`src/rtl/systolic_run_sequencer.sv`:
```
// Sequencer for one systolic matrix-multiply pass: weight load, activation stream, drain.
// Optional stall counter output enabled by defining SEQ_PERF_CNT_EN.
module systolic_run_sequencer #(
    parameter int DIM       = 8,
    parameter int CNT_WIDTH = 16,
    parameter int ROW_WIDTH = 4
) (
    input  logic                 clk,
    input  logic                 rst,
    input  logic                 start,
    input  logic                 abort,
    input  logic [ROW_WIDTH-1:0] cfg_wrows,
    input  logic [CNT_WIDTH-1:0] cfg_k,
    input  logic                 act_avail,
    output logic                 busy,
    output logic                 cfg_lock,
    output logic                 w_load_en,
    output logic [ROW_WIDTH-1:0] w_row_idx,
    output logic                 act_en,
    output logic [CNT_WIDTH-1:0] act_idx,
    output logic                 drain_en,
    output logic                 done,
    output logic                 err
`ifdef SEQ_PERF_CNT_EN
   ,output logic [CNT_WIDTH-1:0] stall_cycles
`endif
);

    localparam int DRAIN_LEN = 2 * DIM - 1;
    localparam int DW        = $clog2(2 * DIM);

    typedef enum logic [2:0] {IDLE, LOAD_W, STREAM, DRAIN, DONE} state_t;

    state_t               state;
    state_t               state_nx;
    logic [ROW_WIDTH-1:0] wrows_q;
    logic [CNT_WIDTH-1:0] k_q;
    logic [DW-1:0]        drain_cnt;
    logic                 err_q;
    logic                 legal;
    logic                 capture;
    logic                 last_row;
    logic                 last_act;
    logic                 last_drain;

    assign legal = (cfg_wrows != '0) && (cfg_wrows <= ROW_WIDTH'(DIM)) && (cfg_k != '0);
    assign capture = (state == IDLE) && start && !abort && legal;
    assign last_row = (w_row_idx == wrows_q - ROW_WIDTH'(1));
    assign last_act = act_avail && (act_idx == k_q - CNT_WIDTH'(1));
    assign last_drain = (drain_cnt == DW'(DRAIN_LEN - 1));

    always_ff @(posedge clk or posedge rst) begin
        if (rst) begin
            state <= IDLE;
        end else begin
            state <= state_nx;
        end
    end

    // abort outranks every other transition out of a busy state
    always_comb begin
        state_nx = state;
        if (abort && state != IDLE) begin
            state_nx = IDLE;
        end else begin
            unique case (state)
                IDLE:    if (capture) state_nx = LOAD_W;
                LOAD_W:  if (last_row) state_nx = STREAM;
                STREAM:  if (last_act) state_nx = DRAIN;
                DRAIN:   if (last_drain) state_nx = DONE;
                DONE:    state_nx = IDLE;
                default: state_nx = IDLE;
            endcase
        end
    end

    assign busy      = (state != IDLE);
    assign cfg_lock  = busy;
    assign w_load_en = (state == LOAD_W);
    assign act_en    = (state == STREAM) && act_avail;
    assign drain_en  = (state == DRAIN);
    assign done      = (state == DONE);
    assign err       = err_q;

    always_ff @(posedge clk or posedge rst) begin
        if (rst) begin
            wrows_q   <= '0;
            k_q       <= '0;
            w_row_idx <= '0;
            act_idx   <= '0;
            drain_cnt <= '0;
            err_q     <= 1'b0;
        end else begin
            err_q <= (state == IDLE) && start && !abort && !legal;
            if (capture) begin
                wrows_q   <= cfg_wrows;
                k_q       <= cfg_k;
                w_row_idx <= '0;
                act_idx   <= '0;
                drain_cnt <= '0;
            end else begin
                if (state == LOAD_W && !last_row) begin
                    w_row_idx <= w_row_idx + ROW_WIDTH'(1);
                end
                if (act_en) begin
                    act_idx <= act_idx + CNT_WIDTH'(1);
                end
                if (state == DRAIN) begin
                    drain_cnt <= drain_cnt + DW'(1);
                end
            end
        end
    end

`ifdef SEQ_PERF_CNT_EN
    always_ff @(posedge clk or posedge rst) begin
        if (rst) begin
            stall_cycles <= '0;
        end else if (capture) begin
            stall_cycles <= '0;
        end else if (state == STREAM && !act_avail && stall_cycles != '1) begin
            stall_cycles <= stall_cycles + CNT_WIDTH'(1);
        end
    end
`else
    // build without the stall counter
`endif

endmodule

```
`config.mk`:
```
export PLATFORM = sky130hd
export DESIGN_NAME = systolic_run_sequencer
export DESIGN_NICKNAME = d
export VERILOG_FILES = /design/src/rtl/systolic_run_sequencer.sv
export SDC_FILE = /design/constraint.sdc
export NUM_CORES = 1
export LEC_CHECK = 0
export BUFFER_PORTS_ARGS = -buffer_cell sky130_fd_sc_hd__buf_4
export CAP_MARGIN = 25
export CORE_MARGIN = 10
export CORE_UTILIZATION = 55
export DETAILED_ROUTE_END_ITERATION = 6
export PLACE_DENSITY = 0.76
export SYNTH_ARGS = -nofsm -noshare
export SYNTH_HDL_FRONTEND = slang
export SYNTH_SLANG_ARGS = --single-unit
```
`constraint.sdc`:
```
create_clock -name clk -period 2.98 [get_ports clk]
set_input_delay 0.596 -clock clk [delete_from_list [all_inputs] [get_ports clk]]
set_output_delay 0.596 -clock clk [all_outputs]
set_load 0.02 [all_outputs]
```
==> results of run 1 <==
## metrics by stage
| step | setup WS (ns) | instances | hold WS [ns] | area (um2) |
|---|---|---|---|---|
| 2_1_floorplan | 0.819 | 297 | 0.480 | 2820 |
| 3_3_place_gp | 0.419 | 407 | 0.491 | 3250 |
| 4_1_cts | 0.634 | 415 | 0.486 | 3410 |
| 6_report | 0.626 | 416 | 0.204 | 3430 |
| 3_5_place_dp | 0.416 | 407 | 0.512 | 3250 |
| 5_1_grt | 0.421 | 416 | 0.197 | 3430 |
## worst max-delay path, stage by stage (launching register included)
cell and delay, ns:
dfrtp_1 0.46, nor3_1 0.37, nand3_1 0.17, and3b_2 0.82, mux2_1 0.40
## placed cells by master, fill, tap and decap left out, drive strengths merged, types with 2 or more instances in the layout
| cell type | Yosys | routed |
|---|---|---|
| a21oi | 8 | 8 |
| a31oi | 3 | 3 |
| and3 | 2 | 2 |
| and4 | 2 | 2 |
| buf | 7 | 56 |
| bufinv | 0 | 3 |
| clkbuf | 8 | 5 |
| dfrtp | 48 | 48 |
| ha | 6 | 6 |
| inv | 12 | 12 |
| mux2 | 14 | 14 |
| mux2i | 3 | 3 |
| nand2 | 17 | 17 |
| nand3 | 13 | 13 |
| nand3b | 2 | 2 |
| nand4 | 10 | 10 |
| nor2 | 38 | 38 |
| nor3 | 10 | 10 |
| nor3b | 5 | 5 |
| nor4 | 9 | 9 |
| o2111ai | 2 | 2 |
| o21a | 3 | 3 |
| o21ai | 9 | 9 |
| o31ai | 2 | 2 |
| or3 | 3 | 3 |
| xnor2 | 23 | 23 |
| xor2 | 25 | 25 |
## cell type report
cell class,instances,area [um2]
fillers,417,1620
repair buffers,56,433
inverters,12,45.0
multi-input cells,222,1500
clock buffers,5,68.8
flip-flops and latches,48,1200
clock inverters,3,90.1
well taps,70,87.6
## path summary, 6_finish.rpt
check | slack [ns] | startpoint | cells after the start | end
worst max-delay path | 0.63 | state[2] | 4 | wrows_q[2]
worst min-delay path | 0.20 | rst | 2 | k_q[13]
worst max register to register | 0.63 | state[2] | 4 | wrows_q[2]
worst min register to register | 0.53 | wrows_q[3] | 1 | wrows_q[3]
max in group asynchronous | 2.30 | rst | 3 | act_idx[15]
min in group clk | 0.50 | abort | 2 | state[1]
## power breakdown
part	leakage (nW)	switching, mW	internal (mW)
sequential	0.625	0.272	0.841
combinational	0.856	0.587	0.562
clock	0.0784	0.224	0.420
total	1.56	1.08	1.82
## sequential cells by signal (all words and copies together), names as in the netlist
register	flops
wrows_q	4
err	1
k_q	16
drain_cnt	4
act_idx	16
state	3
w_row_idx	4
## metal layers
metal  wire length [um]  GRT usage  vias up  share of wire
li1                   -          -     1132              -
met1               2990      0.200     1106           0.44
met2               3470      0.282       50           0.51
met3                287     0.0399        8          0.042
met4                 97     0.0561        0          0.014
met5                  0          0        -              0
## cell families after synthesis
group	after synthesis	share of synthesized area
DFF	48	0.425
AOI/OAI and AO/OA	34	0.0767
muxes	17	0.0665
buffers and inverters	27	0.0439
adders and majority gates	6	0.0266
and+or+nand+nor	117	0.212
xor gates and xnor gates	48	0.149
==> results_dict.tcl, run 1 <==
set metrics [dict create \
    setup_viol 0 \
    hpwl_mm 5.10 \
    ys_async_sr_fraction 1.00 \
    cts_sinks 48 \
    antenna_found_initial 0 \
    grt_usage 0.166 \
    cts_buffer_depth 2 \
    holdBufCountCts 0 \
    fin_crit_sh 0.790 \
    rsz0062_at_grt "false" \
    total_power_mw 2.91 \
    synth_ff_type "dfrtp_1" \
    die-area_um2 8400 \
    postRouteWirelength_mm 6.84 \
    max_freq_mhz 425 \
    grt_pass1_vias 2424 \
    place.port_buffers 51 \
    core_um2 5040 \
    diodes 0 \
    synth_nets 328 \
    netlist-cell-type-count 45 \
    synthCells 297 \
    first_pass_iters 4 \
    grt_max_degree 49 \
    dieHeight_um 91.7 \
    drv_slew 0 \
    cts_resized 0 \
    io_pins 52 \
    final_util 0.679 \
    synth-warning-count 0 \
    synth_edf_count 0 \
    hold_violations 0 \
    tightest_slew_ns 0.850 \
    timing.slew.headroom 0.433 \
    yosys.area.top_type "dfrtp_1" \
    drc 0 \
    yosysMostFrequentCell "dfrtp_1" \
    synth_area_leaders "dfrtp_1 (43%), xor2_1 (7.8%), xnor2_1 (7.1%), mux2_1 (5.6%), nor2_1 (5.1%)" \
    synth-seq-cells 48 \
    fin_skew_ns 0.00721 \
    synth_seq_area_share 0.425 \
    status "finished clean" \
    cp-end-kind "register" \
    ys_top_cells_by_count "dfrtp_1 (48), nor2_1 (38), xor2_1 (25), xnor2_1 (23), nand2_1 (17)" \
    rows 26 \
    cts_made_buffers 5 \
    layout.nets 376 \
    syn_to_final_growth_pct 21.3 \
    insertion_delay_ns 0.30 \
    drtAntennaViolNets 0 \
    fin_setup_tns_ns 0 \
    postCtsSetupRepairBufs 0 \
    arrival_ns 2.54 \
    syn_area_um2 2820 \
    worstSetupStartpointType "register" \
    overflow 0 \
    place.gp.congestion 0.827 \
    min_path_type "in -> async" \
    power.density_nw_per_um2 848 \
    p_leak_nw 1.56 \
    wl_per_cell_um 16.4 \
    htree_levels 2 \
    required_ns 3.16 \
    cp_max_fo 41 \
    avgSynthCellArea_um2 9.51 \
    grt_pass1_wl_mm 11.6 \
    via_per_inst 5.52 \
    maxCapViolCount 0 \
    path_class "reg -> reg" \
    die_w_um 91.7 \
    cts.clk_slew.worst_paths_ns 0.09 \
    clockRootBuffer "clkbuf_8" \
    ir_worst_vdd_mv 0.491 \
    cts_tree "yes" \
    min_period_ns 2.35 \
    start_util 0.560 \
    synth_top_area_frac 0.425 \
    drive_above_1_share 0.199 \
    drt_iter0_drc 174 \
    vias 2296 \
]
Note: power is estimated with default switching activity, not from simulation.
==> inputs of run 2 (changes only) <==
--- a/config.mk
+++ b/config.mk
@@ -5,12 +5,13 @@
 export SDC_FILE = /design/constraint.sdc
 export NUM_CORES = 1
 export LEC_CHECK = 0
+export ABC_AREA = 1
 export BUFFER_PORTS_ARGS = -buffer_cell sky130_fd_sc_hd__buf_4
 export CAP_MARGIN = 25
 export CORE_MARGIN = 10
-export CORE_UTILIZATION = 55
+export CORE_UTILIZATION = 51
 export DETAILED_ROUTE_END_ITERATION = 6
-export PLACE_DENSITY = 0.76
+export PLACE_DENSITY = 0.73
 export SYNTH_ARGS = -nofsm -noshare
 export SYNTH_HDL_FRONTEND = slang
 export SYNTH_SLANG_ARGS = --single-unit
==> constraint.sdc (replaced) <==
create_clock -name clk -period 2 [get_ports clk]
set_input_delay 0.4 -clock clk [delete_from_list [all_inputs] [get_ports clk]]
set_output_delay 0.4 -clock clk [all_outputs]
set_load 0.02 [all_outputs]
==> run 2 against run 1 <==
Global-route usage up 0.41 points. Clock power up 15%. Wire length up 20%. Via count up 28%. Combinational power up 140%. Register-to-register slack worse by 0.62 ns. Sequential share of layout area down 3.5 points. First-iteration DRC count down 17%. Count of clock-buffer cells in the layout unchanged. Clock skew up 0.0054 ns. Critical path depth up 13.
==> results_dict.tcl, run 2 <==
set metrics [dict create \
    cts_made_buffers 5 \
    synth-seq-cells 48 \
    synthCells 429 \
    vias 2929 \
    synth_ff_type "dfrtp_1" \
    rows 28 \
    drive_above_1_share 0.227 \
    core_um2 5890 \
    start_util 0.521 \
    synth-compound-area-share 0.0876 \
    layout.nets 524 \
    overflow 0 \
    min_period_ns 2.00 \
    synth_nets 460 \
    drv_slew 0 \
    netlist-cell-type-count 32 \
    fin_area_um2 3810 \
    rsz0062_at_grt "true" \
    yosys.area_share.adder 0.0245 \
    layout_commonest_cell "nand2_1" \
    cts.clk_slew.worst_paths_ns 0.10 \
    instances_no_fill 569 \
    yosys-mux-area-fraction 0 \
    total_power_mw 5.31 \
    max_freq_mhz 500 \
    ir_worst_vdd_mv 0.822 \
    synth-warning-count 0 \
    avgSynthCellArea_um2 7.15 \
    cts_sinks 48 \
    cp-end-kind "register" \
    layout_common_cells "nand2_1 (120), buf_4 (65), inv_1 (58)" \
    p_leak_nw 1.99 \
    cts_buffer_depth 2 \
    rr_endpoint "state[1]" \
    r2r_slack_ns 0.001 \
    clockRootBuffer "clkbuf_8" \
    io_pins 52 \
    grt_usage 0.170 \
    syn_to_final_growth_pct 24.1 \
    hold_violations 0 \
    status "finished clean" \
    synth_top_area_frac 0.391 \
    grt_pass1_wl_mm 13.7 \
    die-area_um2 9520 \
    insertion_delay_ns 0.32 \
    tightest_slew_ns 0.349 \
    grt_pass1_vias 2902 \
    synth_top_family_by_area "simple AND/OR/NAND/NOR gates" \
    fin_skew_ns 0.0126 \
    drc 0 \
    antenna_found_initial 0 \
    cts_tree "yes" \
    setup_viol 0 \
    fin_crit_sh 1.00 \
    reg2reg_depth 17 \
    place.port_buffers 51 \
    synth_seq_area_share 0.391 \
    synthXorXnorAreaFrac 0.0514 \
    holdBufCountCts 0 \
    diodes 0 \
    htree_levels 2 \
    timing.slew.headroom 0.766 \
    drt_iter0_drc 145 \
    min_path_type "in -> async" \
    path_class "reg -> reg" \
    cp_max_fo 3 \
    maxCapViolCount 0 \
    place_area_um2 3600 \
    synth_edf_count 0 \
    yosysMostFrequentCell "nand2_1" \
    drtAntennaViolNets 0 \
    hpwl_mm 6.08 \
    dieHeight_um 97.6 \
    largestRegisters "act_idx: 16 flops, k_q: 16 flops" \
    die_w_um 97.6 \
    placed_cells 558 \
    yosys.area.top_type "dfrtp_1" \
    worstSetupStartpointType "register" \
    ys_top_cells_by_count "nand2_1 (123), inv_1 (63), dfrtp_1 (48), nor2_1 (39), nand3_1 (29)" \
    arrival_ns 2.21 \
    grt_max_degree 49 \
    power.density_nw_per_um2 1400 \
    ys_async_sr_fraction 1.00 \
    place.gp.congestion 0.902 \
    syn_area_um2 3070 \
    hold_ws_ns 0.0993 \
    r2r_start "k_q[1]" \
    via_per_inst 5.15 \
    first_pass_iters 4 \
    required_ns 2.21 \
    wl_per_cell_um 14.4 \
    yosys.area_share.simple 0.350 \
    postRouteWirelength_mm 8.19 \
    synth_area_leaders "dfrtp_1 (39%), nand2_1 (15%), inv_1 (7.7%), nor2_1 (4.8%), nand3_1 (4.7%)" \
]
## run 2: changes by cell type in the layout (fill, tap and decap cells not counted), moves of 14 or more
| cell | before | now |
|---|---|---|
| nand3_1 | 13 | 27 |
| mux2_1 | 14 | 0 |
| inv_1 | 10 | 58 |
| xnor2_1 | 23 | 7 |
| o21ai_0 | 2 | 25 |
| xor2_1 | 25 | 11 |
| nand2_1 | 17 | 120 |
## run 2: cell type report
class | count | area, um2
multi-input cells | 308 | 1650
clock inverters | 3 | 42.5
flip-flops and latches | 48 | 1200
inverters | 64 | 245
fillers | 506 | 2080
well taps | 75 | 93.8
clock buffers | 5 | 68.8
repair buffers | 66 | 508
## run 2: how the worst max path moves through the flow
| stage | from | end | slack (ns) | cells after the start |
|---|---|---|---|---|
| after global routing | k_q[1] | state[1] | -0.13 | 17 |
| after global placement | k_q[1] | state[1] | -0.04 | 15 |
| final | k_q[1] | state[1] | 0.001 | 17 |
| after detailed placement | k_q[1] | state[1] | -0.08 | 15 |
| after CTS | k_q[0] | state[1] | 0.003 | 14 |
| after floorplan | state[2] | w_row_idx[3] | 0.11 | 6 |
## run 2: cell families (layout without fill, tap and decap cells)
logic type	after synthesis	after routing
and+or+nand+nor	234	234
xor gates and xnor gates	18	18
buffers and inverters	73	138
AOI/OAI and AO/OA	50	50
adders and majority gates	6	6
DFF	48	48
## run 2: power by group
| part | internal [mW] | switching, mW |
|---|---|---|
| Sequential | 1.33 | 0.438 |
| Clock | 0.371 | 0.370 |
| Combinational | 1.16 | 1.65 |
| Total | 2.86 | 2.45 |
## run 2: what timing repair did
item,CTS,global route
setup buffers,1,2
pin swaps,3,11
gates cloned,0,0
gates resized for setup,10,19
hold endpoints to repair,0,0
setup endpoints to repair,3,29
## run 2: worst max-delay path, cell delays in order, from the launching register on
cell	delay (ns)
dfrtp_1	0.41
inv_2	0.09
ha_4	0.17
nand2_2	0.09
nor2_2	0.15
nand2_1	0.08
nand2_1	0.08
nand2_1	0.05
nand2_1	0.05
nand2_1	0.04
nor2_1	0.09
nand3_1	0.10
o21bai_1	0.15
nand2_1	0.08
nand2_2	0.09
nand2_2	0.06
nand2_1	0.06
nand2_1	0.04
## run 2: layer usage
| layer | vias to the layer above | part of all wire | global-route usage |
|---|---|---|---|
| met1 | 1343 | 0.47 | 0.210 |
| met2 | 79 | 0.47 | 0.280 |
| met5 | - | 0 | 0 |
| li1 | 1495 | - | - |
| met4 | 0 | 0.013 | 0.0582 |
| met3 | 12 | 0.055 | 0.0405 |
## run 2: per-stage QoR
step           worst slack (ns)  TNS (ns)  utilization
2_1_floorplan             0.114         0            -
3_3_place_gp            -0.0441   -0.0441        0.611
3_5_place_dp            -0.0799    -0.109        0.611
4_1_cts                 0.00311         0        0.637
5_1_grt                  -0.127    -0.340        0.647
6_report               0.000972         0        0.647
==> inputs of run 3 (changes only) <==
--- a/config.mk
+++ b/config.mk
@@ -6,12 +6,12 @@
 export NUM_CORES = 1
 export LEC_CHECK = 0
 export ABC_AREA = 1
-export BUFFER_PORTS_ARGS = -buffer_cell sky130_fd_sc_hd__buf_4
 export CAP_MARGIN = 25
 export CORE_MARGIN = 10
-export CORE_UTILIZATION = 51
+export CORE_UTILIZATION = 55
 export DETAILED_ROUTE_END_ITERATION = 6
-export PLACE_DENSITY = 0.73
+export DONT_BUFFER_PORTS = 1
+export PLACE_DENSITY = 0.7
 export SYNTH_ARGS = -nofsm -noshare
 export SYNTH_HDL_FRONTEND = slang
 export SYNTH_SLANG_ARGS = --single-unit
==> run 3 against run 2 <==
Non-clock buffer count shrank 35. Clock skew shrank 0.0067 ns. Global-route usage grew 0.60 points. Via count shrank 4.4%. Count of clock-buffer cells in the layout is the same. Die area shrank 5.8%. Worst hold slack lost 0.098 ns. Worst setup slack gained 0.015 ns. Utilization is essentially flat. Critical path depth shrank 1.
==> results_dict.tcl, run 3 (synthesized netlist as in run 2, its figures left out) <==
set metrics [dict create \
    vias 2800 \
    required_ns 2.23 \
    dpl_worst_slack_ns -0.0659 \
    crit_buf_inv 2 \
    cts.clk_slew.worst_paths_ns 0.10 \
    drc 0 \
    cp-end-kind "register" \
    p_leak_nw 1.81 \
    dieHeight_um 94.7 \
    critPathSlowestCell "dfrtp_1" \
    layout_commonest_cell "nand2_1" \
    drtAntennaViolNets 0 \
    ir_worst_vdd_mv 0.798 \
    largestRegisters "act_idx: 16 flops, k_q: 16 flops" \
    min_period_ns 1.98 \
    io_pins 52 \
    cts_made_buffers 5 \
    wl_per_cell_um 14.8 \
    rows 27 \
    hpwl_mm 6.02 \
    drv_slew 0 \
    first_pass_iters 6 \
    drt_iter0_drc 135 \
    critPathTopFamily "simple AND/OR/NAND/NOR gates" \
    arrival_ns 2.21 \
    overflow 0 \
    place.gp.congestion 0.945 \
    cts_tree "yes" \
    worstSetupStartpointType "register" \
    grt_pass1_wl_mm 12.5 \
    path_class "reg -> reg" \
    slowest_delay_ns 0.38 \
    die_w_um 94.7 \
    fin_skew_ns 0.00594 \
    cp_max_fo 3 \
    fin_ws_ns 0.0164 \
    grt_max_degree 37 \
    grt_usage 0.176 \
    cts_buffer_depth 2 \
    cts_sinks 48 \
    setup_viol 0 \
    path_common_cell "nand2_1" \
    grt_pass1_vias 2663 \
    syn_to_final_growth_pct 15.3 \
    r2r_slack_ns 0.02 \
    crit_path_start "k_q[0]" \
    maxCapViolCount 0 \
    rsz0062_at_grt "true" \
    power.density_nw_per_um2 1430 \
    status "finished clean" \
    max_freq_mhz 504 \
    hold_violations 0 \
    fin_crit_sh 0.992 \
    layout_common_cells "nand2_1 (119), inv_1 (58), dfrtp_1 (47)" \
    r2r_start "k_q[0]" \
    core_um2 5470 \
    clockRootBuffer "clkbuf_8" \
    htree_levels 2 \
    place.port_buffers 0 \
    min_path_type "in -> async" \
    via_per_inst 5.27 \
    drive_above_1_share 0.172 \
    hold_ws_ns 0.00102 \
    postRouteWirelength_mm 7.88 \
    antenna_found_initial 0 \
    instances_no_fill 531 \
    placed_cells 521 \
    layout.nets 489 \
    die-area_um2 8970 \
    cp_cell_sequence "inv_2 -> ha_4 -> inv_2 -> nand2_2 -> nand3_2 -> nor2_2 -> nand2_1 -> nor2_1 -> nand2_1 -> nor2_1 -> nand2_1 -> o21bai_1 -> nand2_1 -> nand2_2 -> nand2_2 -> nor2_1" \
    timing.slew.headroom 0.639 \
    insertion_delay_ns 0.31 \
    start_util 0.561 \
    diodes 0 \
    tightest_slew_ns 0.541 \
]
[run 3: report_power, final]
group / leakage, nW / switching (mW) / internal, mW
clock network: 0.0404 / 0.359 / 0.248
logic: 1.15 / 1.61 / 1.07
registers: 0.618 / 0.453 / 1.33
total: 1.81 / 2.42 / 2.64
[run 3: stage by stage]
stage	cell area [um2]	util	setup TNS (ns)	power, mW
after floorplan	3070	-	0	3.50
after global placement	3340	0.610	-0.000268	4.13
after detailed placement	3340	0.610	-0.117	4.20
after CTS	3470	0.633	0	4.90
after global routing	3540	0.647	-0.401	5.49
final	3540	0.647	0	5.07
[run 3: cell type report]
cell class,instances,area [um2]
Fill cell,487,1930
Tap cell,72,90.1
Clock buffer,5,68.8
Inverter,64,243
Clock inverter,3,23.8
Sequential cell,48,1200
Timing Repair Buffer,31,245
Multi-Input combinational cell,308,1670
[run 3: worst reg2reg max path, delay by kind of cell, from the launching register on]
| family | cells | cell delay [ns] |
|---|---|---|
| buf+inv | 2 | 0.09 |
| fa+ha+maj | 1 | 0.27 |
| simple gates | 12 | 1.01 |
| flops | 1 | 0.38 |
| compound gates | 1 | 0.18 |
[run 3: what timing repair did]
action,4_1_cts,5_1_grt
pin swaps,4,14
hold buffers,0,0
resized for setup,8,24
setup endpoints to repair,2,18
buffers inserted,0,2
hold endpoints to repair,0,0
[run 3: layer usage]
layer  routed length [um]  track usage  vias up  share of wire
li1                     -            -     1423              -
met4                  168       0.0673        0          0.021
met5                    0            0        -              0
met2                 3730        0.292       74           0.47
met3                  598       0.0523       15          0.076
met1                 3370        0.209     1288           0.43
[run 3: path summary, 6_finish.rpt]
check	endpoint	cells after the start
setup reg to reg	state[2]	16
hold / removal	err	1
min in group clk	wrows_q[3]	2
hold reg to reg	wrows_q[3]	2
setup / recovery	state[2]	16
max in group asynchronous	k_q[8]	2
